File: src/rtl/ddc_block_reader.sv
// ddc_block_reader: E-DDC / EDID fetch engine. Sequences START/WRITE/READ/STOP
// commands on a shared I2C controller, stores the received bytes in a local
// buffer, and validates per-128-byte checksums and the EDID base header.
module ddc_block_reader #(
   parameter logic [6:0] DEV_ADDR    = 7'h50,
   parameter logic [6:0] SEG_ADDR    = 7'h30,
   parameter int         MAX_BYTES   = 256,
   parameter bit         USE_SEGMENT = 1'b1,
   localparam int        AW          = $clog2(MAX_BYTES)
) (
   input  logic          i_clk,
   input  logic          i_reset,
   input  logic          i_start,
   input  logic [7:0]    i_segment,
   input  logic [7:0]    i_offset,
   input  logic [AW:0]   i_length,
   output logic          o_busy,
   output logic          o_done,
   output logic          o_checksumOk,
   output logic          o_headerOk,
   output logic [AW:0]   o_bytesRead,
   output logic [1:0]    o_instructionI2C,
   output logic          o_enableI2C,
   output logic [7:0]    o_byteToSendI2C,
   input  logic [7:0]    i_byteReceivedI2C,
   input  logic          i_completeI2C,
   input  logic [AW-1:0] i_rdAddr,
   output logic [7:0]    o_rdData
);

   localparam logic [1:0] I_START = 2'd0;
   localparam logic [1:0] I_STOP  = 2'd1;
   localparam logic [1:0] I_READ  = 2'd2;
   localparam logic [1:0] I_WRITE = 2'd3;
   localparam logic [AW:0] MAX_LEN = (AW+1)'(MAX_BYTES);

   typedef enum logic [3:0] {
      S_IDLE, S_START, S_SEG_W, S_SEG_DATA, S_DEV_S, S_DEV_W, S_OFFSET,
      S_RESTART, S_DEV_R, S_READ, S_STORE, S_STOP, S_DONE, S_WAIT
   } state_t;

   state_t      r_state, r_ret;
   logic        r_busy, r_done, r_checksumOk, r_headerOk, r_enable, r_seenLow;
   logic [1:0]  r_instr;
   logic [7:0]  r_tx, r_rx, r_seg, r_off, r_sum, r_rdData;
   logic [AW:0] r_len, r_idx, r_bytesRead;
   logic [7:0]  r_mem [0:MAX_BYTES-1];

   logic        w_isCmd, w_wr;
   logic [1:0]  w_instr;
   logic [7:0]  w_tx, w_sumNext, w_hdrByte;
   state_t      w_ret;
   logic [AW:0] w_len, w_idxNext;

   // Out-of-range lengths (0 or beyond the buffer) read the whole buffer
   assign w_len     = (i_length == '0 || i_length > MAX_LEN) ? MAX_LEN : i_length;
   assign w_idxNext = r_idx + 1'b1;
   // Running sum restarts at every 128-byte block boundary of the buffer
   assign w_sumNext = ((r_idx[6:0] == 7'd0) ? 8'h00 : r_sum) + r_rx;
   // Base EDID header is 00 FF FF FF FF FF FF 00
   assign w_hdrByte = (r_idx[2:0] == 3'd0 || r_idx[2:0] == 3'd7) ? 8'h00 : 8'hFF;
   assign w_wr      = (r_state == S_STORE);

   // Command issued by each bus-phase state and where to resume after it completes
   always_comb begin
      w_isCmd = 1'b1;
      w_instr = I_START;
      w_tx    = 8'h00;
      w_ret   = S_IDLE;
      case (r_state)
         S_START:    w_ret = (USE_SEGMENT && r_seg != 8'h00) ? S_SEG_W : S_DEV_W;
         S_SEG_W:    begin w_instr = I_WRITE; w_tx = {SEG_ADDR, 1'b0}; w_ret = S_SEG_DATA; end
         S_SEG_DATA: begin w_instr = I_WRITE; w_tx = r_seg;            w_ret = S_DEV_S;    end
         S_DEV_S:    w_ret = S_DEV_W;
         S_DEV_W:    begin w_instr = I_WRITE; w_tx = {DEV_ADDR, 1'b0}; w_ret = S_OFFSET;   end
         S_OFFSET:   begin w_instr = I_WRITE; w_tx = r_off;            w_ret = S_RESTART;  end
         S_RESTART:  w_ret = S_DEV_R;
         S_DEV_R:    begin w_instr = I_WRITE; w_tx = {DEV_ADDR, 1'b1}; w_ret = S_READ;     end
         S_READ:     begin w_instr = I_READ;                           w_ret = S_STORE;    end
         S_STOP:     begin w_instr = I_STOP;                           w_ret = S_DONE;     end
         default:    w_isCmd = 1'b0;
      endcase
   end

   // Transfer sequencer, controller handshake and block/header checks
   always_ff @(posedge i_clk or posedge i_reset) begin
      if (i_reset) begin
         r_state      <= S_IDLE;
         r_ret        <= S_IDLE;
         r_busy       <= 1'b0;
         r_done       <= 1'b0;
         r_checksumOk <= 1'b0;
         r_headerOk   <= 1'b0;
         r_enable     <= 1'b0;
         r_seenLow    <= 1'b0;
         r_instr      <= 2'd0;
         r_tx         <= 8'h00;
         r_rx         <= 8'h00;
         r_seg        <= 8'h00;
         r_off        <= 8'h00;
         r_sum        <= 8'h00;
         r_len        <= '0;
         r_idx        <= '0;
         r_bytesRead  <= '0;
      end else begin
         r_done <= 1'b0;
         if (w_isCmd) begin
            r_instr   <= w_instr;
            r_tx      <= w_tx;
            r_enable  <= 1'b1;
            r_seenLow <= 1'b0;
            r_ret     <= w_ret;
            r_state   <= S_WAIT;
         end else begin
            case (r_state)
               S_IDLE: if (i_start && !r_done) begin
                  r_seg        <= i_segment;
                  r_off        <= i_offset;
                  r_len        <= w_len;
                  r_idx        <= '0;
                  r_sum        <= 8'h00;
                  r_bytesRead  <= '0;
                  r_checksumOk <= 1'b1;
                  r_headerOk   <= (i_offset == 8'h00) && (w_len >= (AW+1)'(8));
                  r_busy       <= 1'b1;
                  r_state      <= S_START;
               end
               // A high completeI2C only counts after it was seen low for this command
               S_WAIT: begin
                  if (!r_seenLow) begin
                     if (!i_completeI2C) r_seenLow <= 1'b1;
                  end else if (i_completeI2C) begin
                     r_enable <= 1'b0;
                     r_rx     <= i_byteReceivedI2C;
                     r_state  <= r_ret;
                  end
               end
               S_STORE: begin
                  r_sum       <= w_sumNext;
                  r_idx       <= w_idxNext;
                  r_bytesRead <= w_idxNext;
                  if (r_idx[6:0] == 7'h7F && w_sumNext != 8'h00) r_checksumOk <= 1'b0;
                  if (r_idx < (AW+1)'(8) && r_rx != w_hdrByte)   r_headerOk   <= 1'b0;
                  r_state <= (w_idxNext == r_len) ? S_STOP : S_READ;
               end
               S_DONE: begin
                  r_done  <= 1'b1;
                  r_busy  <= 1'b0;
                  r_state <= S_IDLE;
               end
               default: r_state <= S_IDLE;
            endcase
         end
      end
   end

   // Buffer write port; contents survive reset
   always_ff @(posedge i_clk) begin
      if (w_wr) r_mem[r_idx[AW-1:0]] <= r_rx;
   end

   // Registered random-access read; a same-cycle store returns the old byte
   always_ff @(posedge i_clk or posedge i_reset) begin
      if (i_reset) r_rdData <= 8'h00;
      else         r_rdData <= r_mem[i_rdAddr];
   end

   assign o_busy           = r_busy;
   assign o_done           = r_done;
   assign o_checksumOk     = r_checksumOk;
   assign o_headerOk       = r_headerOk;
   assign o_bytesRead      = r_bytesRead;
   assign o_instructionI2C = r_instr;
   assign o_enableI2C      = r_enable;
   assign o_byteToSendI2C  = r_tx;
   assign o_rdData         = r_rdData;

endmodule

File: config.mk
export PLATFORM = sky130hd
export DESIGN_NAME = ddc_block_reader
export DESIGN_NICKNAME = d
export VERILOG_FILES = /design/src/rtl/ddc_block_reader.sv
export SDC_FILE = /design/constraint.sdc
export NUM_CORES = 2
export LEC_CHECK = 0
export CAP_MARGIN = 20
export CORE_ASPECT_RATIO = 1.75
export CORE_MARGIN = 3
export CORE_UTILIZATION = 60
export CTS_CLUSTER_SIZE = 20
export DETAILED_ROUTE_END_ITERATION = 8
export PLACE_DENSITY_LB_ADDON = 0.05
export SLEW_MARGIN = 0
export SYNTH_ARGS = -nofsm -noshare
export SYNTH_HDL_FRONTEND = slang
export SYNTH_SLANG_ARGS = --single-unit
File: constraint.sdc
create_clock -name i_clk -period 6.5 [get_ports i_clk]
set_clock_uncertainty 0.1 [all_clocks]
set_input_delay 1.3 -clock i_clk [delete_from_list [all_inputs] [get_ports i_clk]]
set_output_delay 1.3 -clock i_clk [all_outputs]
set_load 0.01 [all_outputs]
==> impl_metrics.ini <==
[global_route]
grt_usage_pct = 29.5
grt_max_degree = 191
grt_pass1_vias = 42100
grt_pass1_wl_mm = 299
antenna_found_initial = 6
overflow = 0

[synthesis]
yosys_warnings = 0
synth_top_flop_cell = edfxtp_1
ys_seq_elements = 2130
syn_avg_cell_area_sq_um = 20.5
synth_edf_count = 2048
yosys.area_share.simple_pct = 3.22
muxShareOfSynthArea_pct = 14.3
synth_xor_area_share_pct = 0.211
syn_inst = 4048
synth_area_sq_um = 83000
yosysUniqueCellTypes = 68
synth-compound-area-share_pct = 3.73
syn_nets = 4106
async_reset_ff_share_pct = 3.85
synth_top_family_by_area = multiplexers
ys_seq_area_share_pct = 76.5
synth_fa_ha_area_share_pct = 0.217

[detailed_routing]
routed_wl_mm = 206
wl_per_cell_microns = 33.6
drtPass1Iterations = 6
drc_errors = 0
vias_per_cell = 6.70
drt-initial-drc-count = 4334
ant_nets = 0
vias = 41000

[timing]
rsz0062_at_grt = false
max_freq_mhz = 212
post-route-min-period_ps = 4720
hold_viol = 0
finalCritPeriodShare_pct = 72.6
tightestPinTransition_ps = 1220
max_slew_margin_pct = 18.7
finalSetupViolations = 0
tns_ps = 0
finalMaxSlewViolations = 0

[setup_path]
cp_slowest_cell = clkdlybuf4s50_1
critPathRequiredTime_ps = 7070
path_class = in2reg
worst_setup_path_start_kind = input port
cp_cell_sequence = clkdlybuf4s50_1, and2_2, nand3b_1, o22ai_1, nor2_1, a31oi_1, nor4_1
critPathCaptureType = register
critPathMaxStageDelay_ps = 1100
critPathMaxFanout = 36
worstPathArrival_ps = 5290

[die]
core_sq_um = 137000
dieArea_sq_um = 143000
start_util_pct = 60.4
die_x_microns = 287
io_pins = 77
die_y_microns = 498
rows = 180

[cts]
clk_pin_slew_worst_paths_ps = 70
cts_resized = 0
cts_tree = done
cts_max_level = 4
root_buffer = clkbuf_16
cts_setup_buffers = 0
cts_inserted_buffers = 179
clk_path_buf_depth = 3
cts_hold_buf = 0
insertion_delay_ps = 830
cts_sinks = 2130

[final_layout]
final_cells = 6122
fin_util_pct = 66.8
layout_common_cells = edfxtp_1 (2048), mux4_2 (478), nor2_1 (302), clkbuf_16 (184), mux2i_1 (84)
final_nets = 4210
final_common_cell = edfxtp_1
final_area_sq_um = 91700
drive_gt1_share_pct = 20.9
area_delta_synth_final_pct = 10.4
fillers = 9020

[power_and_ir_drop]
p_leak_uw = 0.0286
ir_drop_uv = 524
powerDensity_nw_per_um2 = 356
total_power_uw = 32600

[run]
drv_cap = 0

[place]
dp_hpwl_mm = 129
post_dp_cell_area_sq_um = 85700
port_buffers = 76
dp.cells = 5789
gp_congestion = 0.894

[outcome]
outcome = completed

[min_path]
hold_class = reg2reg
[power breakdown]
part / switching, uW / leakage, uW / internal, uW
registers: 517 / 0.0195 / 17200
clock network: 4820 / 0.00288 / 6050
logic: 3090 / 0.00622 / 913
[through the flow]
stage | setup WS (ps) | hold WS, ps
after floorplan | 851 | 350
after global placement | 1110 | 369
after detailed placement | 1090 | 380
after CTS | 1920 | 398
after global routing | 1760 | 419
final | 1780 | 396
[area by class of cell]
cell class | count | area [sq um] | area share [%]
sequential | 2130 | 63600 | 69.3
multi-input combinational | 1658 | 18100 | 19.8
clock buffer | 212 | 4740 | 5.17
tap | 1820 | 2280 | 2.48
timing repair buffer | 164 | 1710 | 1.87
clock inverter | 116 | 1160 | 1.27
inverter | 19 | 73.8 | 0.0805
antenna | 3 | 7.51 | 0.00819
[routing by layer]
layer	up-vias	GRT usage, %	share of wire (%)
met1	21900	37.4	35
met2	1740	49.6	52
li1	17000	-	-
met5	-	0	0.0063
met4	2	15.5	6.1
met3	436	4.38	6.4
[cells by family after synthesis]
logic type,Yosys count
buffers and inverters,260
AO/OA/AOI/OAI,456
multiplexers,587
adder cells (fa/ha/maj),14
XOR/XNOR,20
AND/OR/NAND/NOR,581
flip-flops,2130
[cell usage after synthesis, types with 3 or more instances]
cell type	n	area, sq um
nor4_1	31	194
a22o_1	26	228
nand2b_1	12	75.1
mux2i_1	84	841
mux2_2	25	282
nor3_1	9	45.0
xor2_1	7	61.3
a221o_1	3	30.0
a22oi_1	78	586
edfxtp_1	2048	61500
o211ai_1	10	75.1
clkbuf_1	101	379
o2111ai_1	3	26.3
a211oi_1	77	578
xnor2_1	13	114
buf_2	64	320
ha_1	12	150
o22ai_1	80	500
and3_1	21	131
o21ai_0	45	225
nand4_1	7	43.8
buf_6	32	360
a222oi_1	4	40.0
buf_12	3	60.1
buf_1	12	45.0
nand2_1	72	270
nand3_1	36	180
buf_4	27	203
or4_1	4	30.0
nor2_1	304	1140
inv_1	18	67.6
a21oi_1	79	395
and2_1	12	75.1
mux4_2	478	10800
o221ai_1	17	149
dfrtp_1	82	2050
a31oi_1	14	87.6
nor2b_1	58	363
[worst paths after layout]
check | startpoint | endpoint | slack [ps] | depth (start not counted)
max | i_rdAddr[4] | o_rdData[0]$_DFF_PP0_ | 1780 | 7
min | o_byteToSendI2C[4]$_DFFE_PP0P_ | o_byteToSendI2C[4]$_DFFE_PP0P_ | 400 | 2
max reg2reg | r_state[1]$_DFFE_PP0P_ | r_mem[251][6]$_DFFE_PP_ | 1950 | 4
min reg2reg | o_byteToSendI2C[4]$_DFFE_PP0P_ | o_byteToSendI2C[4]$_DFFE_PP0P_ | 400 | 2
max in group asynchronous | i_reset | o_rdData[3]$_DFF_PP0_ | 4400 | 3
min in group asynchronous | i_reset | r_rx[0]$_DFFE_PP0P_ | 740 | 2
[state kept, by name, indices dropped and copies added, names as in the netlist]
register,flops
r_state,4
o_busy,1
o_headerOk,1
r_mem,2048
r_seg,8
o_byteToSendI2C,8
o_done,1
r_rx,8
r_sum,8
o_bytesRead,9
o_instructionI2C,2
r_seenLow,1
r_len,9
r_ret,4
o_checksumOk,1
o_enableI2C,1
o_rdData,8
r_off,8
[worst max-delay path: cells and delay by family]
kind,cells,cell delay [ps]
AND/OR/NAND/NOR,4,1960
AO/OA/AOI/OAI,2,900
buffers and inverters,1,1100
(Power assumes the default switching activity.)
